**src/rtl/rv_mem_arbiter.sv**
```systemverilog
// rv_mem_arbiter: shares one memory bus between instruction fetch (F) and
// the load/store path (D). One transaction at a time: grant, address phase,
// data phase, registered response. D has priority, bounded by a starvation
// counter; fetch flush drops stale fetch responses; a timeout aborts hung
// bus transactions.
module rv_mem_arbiter #(
    parameter int unsigned ADDR_W          = 32,
    parameter int unsigned DATA_W          = 32,
    parameter int unsigned DATA_STARVE_MAX = 4,
    parameter int unsigned TIMEOUT_CYC     = 64
) (
    input  logic              clk,
    input  logic              rst,
    // fetch port
    input  logic              f_req_vld,
    input  logic [ADDR_W-1:0] f_addr,
    output logic              f_req_rdy,
    input  logic              f_flush,
    output logic              f_rsp_vld,
    output logic [DATA_W-1:0] f_rsp_data,
    // load/store port
    input  logic              d_req_vld,
    input  logic [ADDR_W-1:0] d_addr,
    input  logic              d_we,
    input  logic [DATA_W-1:0] d_wdata,
    output logic              d_req_rdy,
    output logic              d_rsp_vld,
    output logic [DATA_W-1:0] d_rsp_data,
    output logic              rsp_err,
    // memory bus
    output logic              mem_addr_vld,
    output logic [ADDR_W-1:0] mem_addr,
    input  logic              mem_addr_rsp,
    output logic              mem_wdata_vld,
    output logic [DATA_W-1:0] mem_wdata,
    input  logic [DATA_W-1:0] mem_rdata,
    input  logic              mem_data_rsp
);

    localparam int unsigned StarveW = $clog2(DATA_STARVE_MAX + 1);
    localparam int unsigned TmoW    = (TIMEOUT_CYC > 1) ? $clog2(TIMEOUT_CYC) : 1;

    localparam logic [StarveW-1:0] StarveMax = StarveW'(DATA_STARVE_MAX);
    localparam logic [StarveW-1:0] StarveOne = StarveW'(1);
    // tmo_q counts busy cycles already spent, so the last allowed one is TIMEOUT_CYC-1
    localparam logic [TmoW-1:0]    TmoLast   = TmoW'(TIMEOUT_CYC - 1);
    localparam logic [TmoW-1:0]    TmoOne    = TmoW'(1);

    typedef enum logic [1:0] {StIdle, StAddr, StData} state_e;
    typedef enum logic {OwnF, OwnD} owner_e;

    state_e              state_q, state_d;
    owner_e              owner_q, owner_d;
    logic [ADDR_W-1:0]   addr_q, addr_d;
    logic                we_q, we_d;
    logic [DATA_W-1:0]   wdata_q, wdata_d;
    logic [StarveW-1:0]  starve_q, starve_d;
    logic [TmoW-1:0]     tmo_q, tmo_d;
    logic                drop_q, drop_d;
    logic                f_rsp_vld_q, f_rsp_vld_d;
    logic                d_rsp_vld_q, d_rsp_vld_d;
    logic [DATA_W-1:0]   rsp_data_q, rsp_data_d;
    logic                rsp_err_q, rsp_err_d;

    logic                tmo_hit;
    logic                drop_now;
    logic                fin;
    logic                fin_err;
    logic [DATA_W-1:0]   fin_data;

    // Next-state, grant and bus-phase outputs
    always_comb begin
        state_d       = state_q;
        owner_d       = owner_q;
        addr_d        = addr_q;
        we_d          = we_q;
        wdata_d       = wdata_q;
        starve_d      = starve_q;
        tmo_d         = '0;
        drop_d        = drop_q;
        f_rsp_vld_d   = 1'b0;
        d_rsp_vld_d   = 1'b0;
        rsp_data_d    = '0;
        rsp_err_d     = 1'b0;
        f_req_rdy     = 1'b0;
        d_req_rdy     = 1'b0;
        mem_addr_vld  = 1'b0;
        mem_wdata_vld = 1'b0;
        fin           = 1'b0;
        fin_err       = 1'b0;
        fin_data      = '0;

        tmo_hit  = (TIMEOUT_CYC != 0) && (tmo_q == TmoLast);
        // A flush in the final busy cycle must still suppress the fetch response
        drop_now = drop_q | (f_flush & (owner_q == OwnF));

        unique case (state_q)
            StIdle: begin
                drop_d    = 1'b0;
                d_req_rdy = !rst && d_req_vld && !(f_req_vld && (starve_q == StarveMax));
                f_req_rdy = !rst && f_req_vld && !f_flush && !d_req_rdy;
                if (d_req_rdy) begin
                    owner_d = OwnD;
                    addr_d  = d_addr;
                    we_d    = d_we;
                    wdata_d = d_wdata;
                    state_d = StAddr;
                    if (f_req_vld) begin
                        if (starve_q != StarveMax) starve_d = starve_q + StarveOne;
                    end else begin
                        starve_d = '0;
                    end
                end else if (f_req_rdy) begin
                    owner_d  = OwnF;
                    addr_d   = f_addr;
                    we_d     = 1'b0;
                    wdata_d  = '0;
                    starve_d = '0;
                    state_d  = StAddr;
                end
            end
            StAddr: begin
                mem_addr_vld  = 1'b1;
                mem_wdata_vld = we_q;
                drop_d        = drop_now;
                if (tmo_hit) begin
                    fin     = 1'b1;
                    fin_err = 1'b1;
                end else begin
                    tmo_d = tmo_q + TmoOne;
                    if (mem_addr_rsp) state_d = StData;
                end
            end
            StData: begin
                drop_d = drop_now;
                // A real completion wins over a timeout landing in the same cycle
                if (mem_data_rsp) begin
                    fin      = 1'b1;
                    fin_data = we_q ? '0 : mem_rdata;
                end else if (tmo_hit) begin
                    fin     = 1'b1;
                    fin_err = 1'b1;
                end else begin
                    tmo_d = tmo_q + TmoOne;
                end
            end
            default: state_d = StIdle;
        endcase

        if (fin) begin
            state_d = StIdle;
            drop_d  = 1'b0;
            if (owner_q == OwnD) begin
                d_rsp_vld_d = 1'b1;
                rsp_data_d  = fin_data;
                rsp_err_d   = fin_err;
            end else if (!drop_now) begin
                f_rsp_vld_d = 1'b1;
                rsp_data_d  = fin_data;
                rsp_err_d   = fin_err;
            end
        end
    end

    // State and response registers with synchronous reset
    always_ff @(posedge clk) begin
        if (rst) begin
            state_q     <= StIdle;
            owner_q     <= OwnF;
            addr_q      <= '0;
            we_q        <= 1'b0;
            wdata_q     <= '0;
            starve_q    <= '0;
            tmo_q       <= '0;
            drop_q      <= 1'b0;
            f_rsp_vld_q <= 1'b0;
            d_rsp_vld_q <= 1'b0;
            rsp_data_q  <= '0;
            rsp_err_q   <= 1'b0;
        end else begin
            state_q     <= state_d;
            owner_q     <= owner_d;
            addr_q      <= addr_d;
            we_q        <= we_d;
            wdata_q     <= wdata_d;
            starve_q    <= starve_d;
            tmo_q       <= tmo_d;
            drop_q      <= drop_d;
            f_rsp_vld_q <= f_rsp_vld_d;
            d_rsp_vld_q <= d_rsp_vld_d;
            rsp_data_q  <= rsp_data_d;
            rsp_err_q   <= rsp_err_d;
        end
    end

    assign mem_addr   = addr_q;
    assign mem_wdata  = wdata_q;
    assign f_rsp_vld  = f_rsp_vld_q;
    assign d_rsp_vld  = d_rsp_vld_q;
    assign f_rsp_data = rsp_data_q;
    assign d_rsp_data = rsp_data_q;
    assign rsp_err    = rsp_err_q;

endmodule
```
**config.mk**
```make
export PLATFORM = sky130hd
export DESIGN_NAME = rv_mem_arbiter
export DESIGN_NICKNAME = d
export VERILOG_FILES = /design/src/rtl/rv_mem_arbiter.sv
export SDC_FILE = /design/constraint.sdc
export NUM_CORES = 1
export LEC_CHECK = 0
export BUFFER_PORTS_ARGS = -buffer_cell sky130_fd_sc_hd__buf_2
export CORE_MARGIN = 3
export CORE_UTILIZATION = 44
export DETAILED_ROUTE_END_ITERATION = 8
export PLACE_DENSITY_LB_ADDON = 0.12
export SLEW_MARGIN = 25
export SYNTH_ARGS = -nofsm -noshare
export SYNTH_HDL_FRONTEND = slang
export SYNTH_SLANG_ARGS = --single-unit
```
**constraint.sdc**
```tcl
create_clock -name clk -period 1.9 [get_ports clk]
set_clock_uncertainty 0.05 [all_clocks]
set_input_delay 0.19 -clock clk [delete_from_list [all_inputs] [get_ports clk]]
set_output_delay 0.19 -clock clk [all_outputs]
set_load 0.01 [all_outputs]
```
==> run metrics, run 1 <==
slowest CP cell=dfxtp_2; grt ovf=0; crit path cell chain=inv_2 -> ha_4 -> and3_4 -> nor3_4 -> buf_12 -> buf_6; max-cap violation count=0; startpoint types=flop; 1st-iter DRT viols=495; Cell variety after synth=43; vias per inst=about 5.2; max incr delay on CP=0.34 ns; pre-CTS setup slack=0.0348 ns; die footprint=12100 µm²; Buf+Inv Stages, Crit Path=3; Vias=~5600; clk sinks=about 110; failing checks=setup timing; drc violations=0; achievable frequency=between 500 and 600 MHz; detailed-route wire length per cell=16.5 µm; die height=110 µm; Final GP Congestion=0.796; layout cell share with drive strength beyond 1=39.0%; Synth top area share=around 48%; Post-Synth XOR/XNOR Area=0.737%; # fillers=680; status=finished, violations left; critical path data arrival time=approximately 1.7 ns; multi-input logic area=~2000 µm²; synthesized cell area=4750 µm²; largest net degree at the start of global routing=34; root buffer cell=clkbuf_8; Pwr Density=about 1000 nW/µm²; final wirelength=17.5 mm; DP Wirelength=around 10 mm; total global-route track usage=approximately 28%; Compound-Gate Fraction of Synth Area=about a fifth; starting density of the core=between 40% and 50%; Synth Area in Adders=2.11%; port bufs=270; post-route ant nets=0; synthesis warning total=0; Core Region=between 10000 and 15000 µm²; vias in the first global route=about 5500; Seq/Total Area, Yosys=a little under half; Nets=1055; Simple-Gate Fraction of Synth Area=a little under a fifth; CP delay by family, top=simple AND/OR/NAND/NOR gates; Gate power share=26.5%; post-synthesis mux area share=0%; most frequent cells in the layout=buf_2 (269), dlygate4sd3_1 (133), dfxtp_1 (109), nand2_1 (68), a21oi_1 (67); initial antenna violation count=0; Max H-tree Level=4; internal power=5.84 mW; commonest non-fill, non-tap cell in the layout=buf_2; crit path time final=roughly 1.9 ns; worst-margin pin slew=0.379 ns; largest family of logic cells by synthesized area=compound AO/OA/AOI/OAI gates; Yosys top cell by area=dfxtp_1; hold_ws=just under 0.03 ns; # IOs=271; Switching Share=~29%; CTS buffer count=17; RSZ-0062 raised after global routing=yes; Skew-Pair Late Insertion Delay=0.51 ns; Setup Viol. Count Final=1; flops & latches, synth=roughly 110; die width=~110 µm; row count=37; Tightest Hold Check Type=in2reg; # diodes=0; Seq pwr share=33.7%; CTS tree=yes; P_sw=2.43 mW; fin crit share=102%; Clock power frac=39.8%; clk buf depth=2; relative max-transition margin=74.7%; top cells by area, synth=dfxtp_1 (48%), a21oi_1 (7.4%), a311oi_1 (6.1%); LEAKAGE=between 3 and 4 nW; fin. max-slew vios=0; final worst slack=-0.0327 ns; first drt pass iteration count=6; syn_nets=678; global-route wire length before repair=26.2 mm; Syn-to-layout area delta=71.1%; FF+latch area=approximately 2300 µm²; Crit. End Element=primary output; Worst Path Required=1.66 ns; Worst-path clk slew=roughly 0.06 ns; Syn Inst Count=534; peak supply drop=approximately 0.70 mV; Crit Path Class=reg2out; endpoints failing hold=0; Max Fanout on Critical Path=2; Avg Cell Area, Syn=8.90 µm²
cell type report:
| class | instances | area share [%] |
|---|---|---|
| timing repair buffer | 434 | 36.9 |
| multi-input combinational | 338 | 25.2 |
| tap | 136 | 2.09 |
| inverter | 7 | 0.323 |
| sequential | 113 | 27.9 |
| clock inverter | 13 | 2.29 |
| clock buffer | 19 | 5.31 |
cell families after synthesis:
kind of cell	Yosys count
AND/OR/NAND/NOR	173
adder cells (fa/ha/maj)	8
flip-flops	113
buffers and inverters	83
XOR/XNOR	4
AO/OA/AOI/OAI	153
sequential cells by signal (all words and copies together) (netlist names), 2 cells and up:
register    count
d_rsp_data     32
mem_addr       32
mem_wdata      32
tmo_q           6
starve_q        3
state_q         2
final timing paths:
check | start | end | slack, ns | cells past startpoint
setup reg to reg | state_q[1] | state_q[1] | 0.08 | 7
setup / recovery | starve_q[0] | d_req_rdy | -0.03 | 6
hold reg to reg | tmo_q[0] | tmo_q[0] | 0.40 | 1
hold / removal | d_req_vld | owner_q | 0.03 | 3
Yosys cell counts:
library cell  instances
a211oi_1              1
a21o_1                2
a21oi_1              70
a21oi_4               1
a22oi_1               1
a311o_1               1
a311o_2               1
a311oi_1             33
a31oi_1               1
a32oi_1               1
and2_1               34
and2_2                1
and2b_1               1
and3_1                3
and3_4                1
and4_1                1
buf_2                 9
buf_4                34
buf_6                 9
clkbuf_1             22
clkbuf_2              2
dfxtp_1             113
ha_1                  8
inv_1                 7
nand2_1              68
nand2b_1              5
nand3_1              37
nand3_4               1
nand4b_1              2
nor2_1                8
nor2_2                1
nor2b_1               2
nor3_1                2
nor3_2                2
nor3b_1               2
nor4_2                1
nor4b_1               1
o21ai_0              38
o21ai_4               1
o221a_2               1
o221ai_1              1
xnor2_1               3
xor2_1                1
metal layers:
layer,vias to the layer above,part of all wire (%),GRT usage [%]
met4,0,4.4,17.2
li1,2596,-,-
met3,75,9.2,8.57
met2,349,51,47.3
met1,2535,36,29.9
met5,-,0,0
metrics by stage:
step	std cells	area (µm²)	power (mW)	TNS, ns	utilization (%)
floorplan	534	4750	3.86	0	-
global placement	880	5960	4.45	0	57.2
detailed placement	880	5960	4.51	0	57.2
CTS	1060	8090	8.23	0	77.6
global route	1060	8130	8.65	-0.113	78.1
finish	1060	8130	8.27	-0.0327	78.1
power by group through the flow:
stage,Combinational [mW],Clock (mW),Sequential [mW]
final,2.19,3.29,2.79
after CTS,2.12,3.34,2.77
after detailed placement,1.70,0,2.81
after global placement,1.64,0,2.81
after global routing,2.38,3.45,2.81
after floorplan,0.958,0,2.90
worst reg2reg max path, delay by kind of cell (launching register included):
| kind | cells | cell delay [ns] |
|---|---|---|
| compound gates | 3 | 0.72 |
| fa+ha+maj | 1 | 0.21 |
| buf+inv | 2 | 0.19 |
| flops | 1 | 0.35 |
| simple gates | 1 | 0.17 |
what timing repair did:
| item | CTS | global route |
|---|---|---|
| setup endpoints to repair | 2 | 29 |
| cloned | 1 | 1 |
| pin swaps | 3 | 1 |
| gates resized for setup | 14 | 10 |
| setup buffers | 14 | 1 |
| hold buffers | 133 | 0 |
| endpoints found under the hold margin | 103 | 0 |
Power figures use the tool's default switching activity.
==> run 2, diff against run 1 <==
==> constraint.sdc (replaced) <==
create_clock -name clk -period 2 [get_ports clk]
set_clock_uncertainty 0.05 [all_clocks]
set_input_delay 0.2 -clock clk [delete_from_list [all_inputs] [get_ports clk]]
set_output_delay 0.2 -clock clk [all_outputs]
set_load 0.005 [all_outputs]
==> run metrics, run 2 (synthesis results as in run 1) <==
Vias=5445 (-2.0%); port bufs=270 (unchanged); CTS tree=yes; initial antenna violation count=1 (+1); Nets=1053 (-0.19%); FF+latch area=2260 µm² (-0.11%); WHS Endpoint=owner_q; drc violations=0 (unchanged); Crit. End Element=primary output; Skew-Pair Late Insertion Delay=0.50 ns (about the same); DP Wirelength=10.5 mm (-0.14%); die width=110 µm (unchanged); pre-CTS setup slack=0.0151 ns (-0.0197 ns); # fillers=702 (+3.2%); fin crit share=between 90% and 100%; crit path time final=1.91 ns; critical path data arrival time=1.66 ns (-0.03 ns); Final GP Congestion=0.788 (-1.0%); CTS buffer count=17 (unchanged); 1st-iter DRT viols=418 (-16%); cells on worst reg2reg path=8 (+1); relative max-transition margin=75.3% (+0.52 points); global-route wire length before repair=26.1 mm (-0.58%); placed cell area=5950 µm² (about the same); setup slack, reg-to-reg=0.14 ns (+0.06 ns); layout cell share with drive strength beyond 1=38.1% (-0.85 points); root buffer cell=clkbuf_8; vias in the first global route=5363 (-2.9%); Worst-path clk slew=0.05 ns (about the same); clk buf depth=2 (unchanged); startpoint types=flop; achievable frequency=between 500 and 600 MHz; # IOs=271 (unchanged); clk sinks=113 (unchanged); post-route ant nets=0 (unchanged); status=finished clean; vias per inst=5.15 (-1.8%); worst-margin pin slew=0.371 ns (-0.00777 ns); Max H-tree Level=4 (unchanged); multi-input logic area=2030 µm² (-0.86%); fin area=8050 µm² (-1.0%); Design Power=7.41 mW (-10%); Max Fanout on Critical Path=4 (+2); RSZ-0062 raised after global routing=no; commonest non-fill, non-tap cell in the layout=buf_2; worst r2r dst=mem_addr[10]; starting density of the core=45.6% (unchanged); Hold Path Cell Cnt=3 (unchanged); slowest CP cell=dfxtp_2; final worst slack=0.0871 ns (+0.120 ns); first drt pass iteration count=6 (unchanged); most frequent cells in the layout=buf_2 (269), dlygate4sd3_1 (133), dfxtp_1 (111), a21oi_1 (70), nand2_1 (67); Syn-to-layout area delta=69.3%; Pwr Density=920 nW/µm² (-9.5%); Worst Path Required=1.75 ns (+0.09 ns); die footprint=12100 µm² (unchanged); Tightest Hold Check Type=in2reg; peak supply drop=0.489 mV (-30%); LEAKAGE=3.80 nW (-0.55%); Setup Viol. Count Final=0 (-1); endpoints failing hold=0 (unchanged); row count=37 (unchanged); grt ovf=0 (unchanged); FF-to-FF Start=starve_q[0]; detailed-route wire length per cell=16.4 µm (-0.47%); total global-route track usage=27.8% (about the same); setup TNS=0 ns (+0.0327 ns); max-cap violation count=0 (unchanged); largest net degree at the start of global routing=34 (unchanged); crit path cell chain=inv_2 -> ha_4 -> and3_4 -> nor3_4 -> buf_12 -> buf_6; Hold Path Origin=d_req_vld; final wirelength=17.3 mm (-0.66%); Core Region=10400 µm² (unchanged); die height=110 µm (unchanged); max incr delay on CP=0.33 ns (about the same); fin. max-slew vios=0 (unchanged); Crit Path Class=reg2out
[run 2: power by group]
group          leakage (nW)  switching [mW]  internal [mW]  total (mW)
clock network         0.272            1.02           1.85        2.87
logic                  2.61           0.977          0.927        1.90
registers             0.921           0.141           2.50        2.64
total                  3.80            2.13           5.28        7.41
[run 2: per-stage QoR]
stage	hold slack (ns)	utilization (%)	std cells
after floorplan	0.272	-	534
after global placement	0.350	57.1	881
after detailed placement	0.353	57.1	881
after CTS	0.0465	76.5	1050
after global routing	0.111	77.3	1058
final	0.0917	77.3	1058
[run 2: layout make-up]
class	count	share of cell area [%]
Inverter	7	0.326
Antenna cell	1	0.0311
Clock buffer	21	5.70
Clock inverter	10	1.37
Tap cell	136	2.11
Timing Repair Buffer	432	37.1
Sequential cell	113	28.1
Multi-Input combinational cell	338	25.2
[run 2: worst max-delay path: cells and delay by family, from the launching register on]
family                   cells  cell delay, ns
flip-flops                   1            0.33
buffers and inverters        3            0.27
adder cells (fa/ha/maj)      1            0.16
AND/OR/NAND/NOR              2            0.40
[run 2: worst max path at each step]
stage | cells after the start | slack [ns] | from | endpoint
after floorplan | 6 | 0.36 | tmo_q[0] | drop_q
after global placement | 6 | 0.13 | state_q[0] | d_rsp_data[2]
after detailed placement | 6 | 0.02 | state_q[1] | d_rsp_data[2]
after CTS | 6 | 0.005 | state_q[0] | d_req_rdy
after global routing | 6 | 0.003 | starve_q[0] | d_req_rdy
final | 6 | 0.09 | starve_q[0] | d_req_rdy
[run 2: layer usage]
metal | share of wire (%) | GRT usage [%] | vias up
li1 | - | - | 2587
met1 | 37 | 31.7 | 2503
met2 | 51 | 45.8 | 296
met3 | 8.1 | 7.87 | 59
met4 | 4.1 | 16.7 | 0
met5 | 0 | 0 | -
[run 2: timing repair]
| item | 4_1_cts | 5_1_grt |
|---|---|---|
| resized for setup | 10 | 7 |
| gates cloned | 2 | 0 |
| setup buffers | 3 | 7 |
| endpoints found under the setup margin | 8 | 25 |
| hold buffers | 133 | 0 |
| hold endpoints to repair | 103 | 0 |
| pin swaps | 1 | 3 |
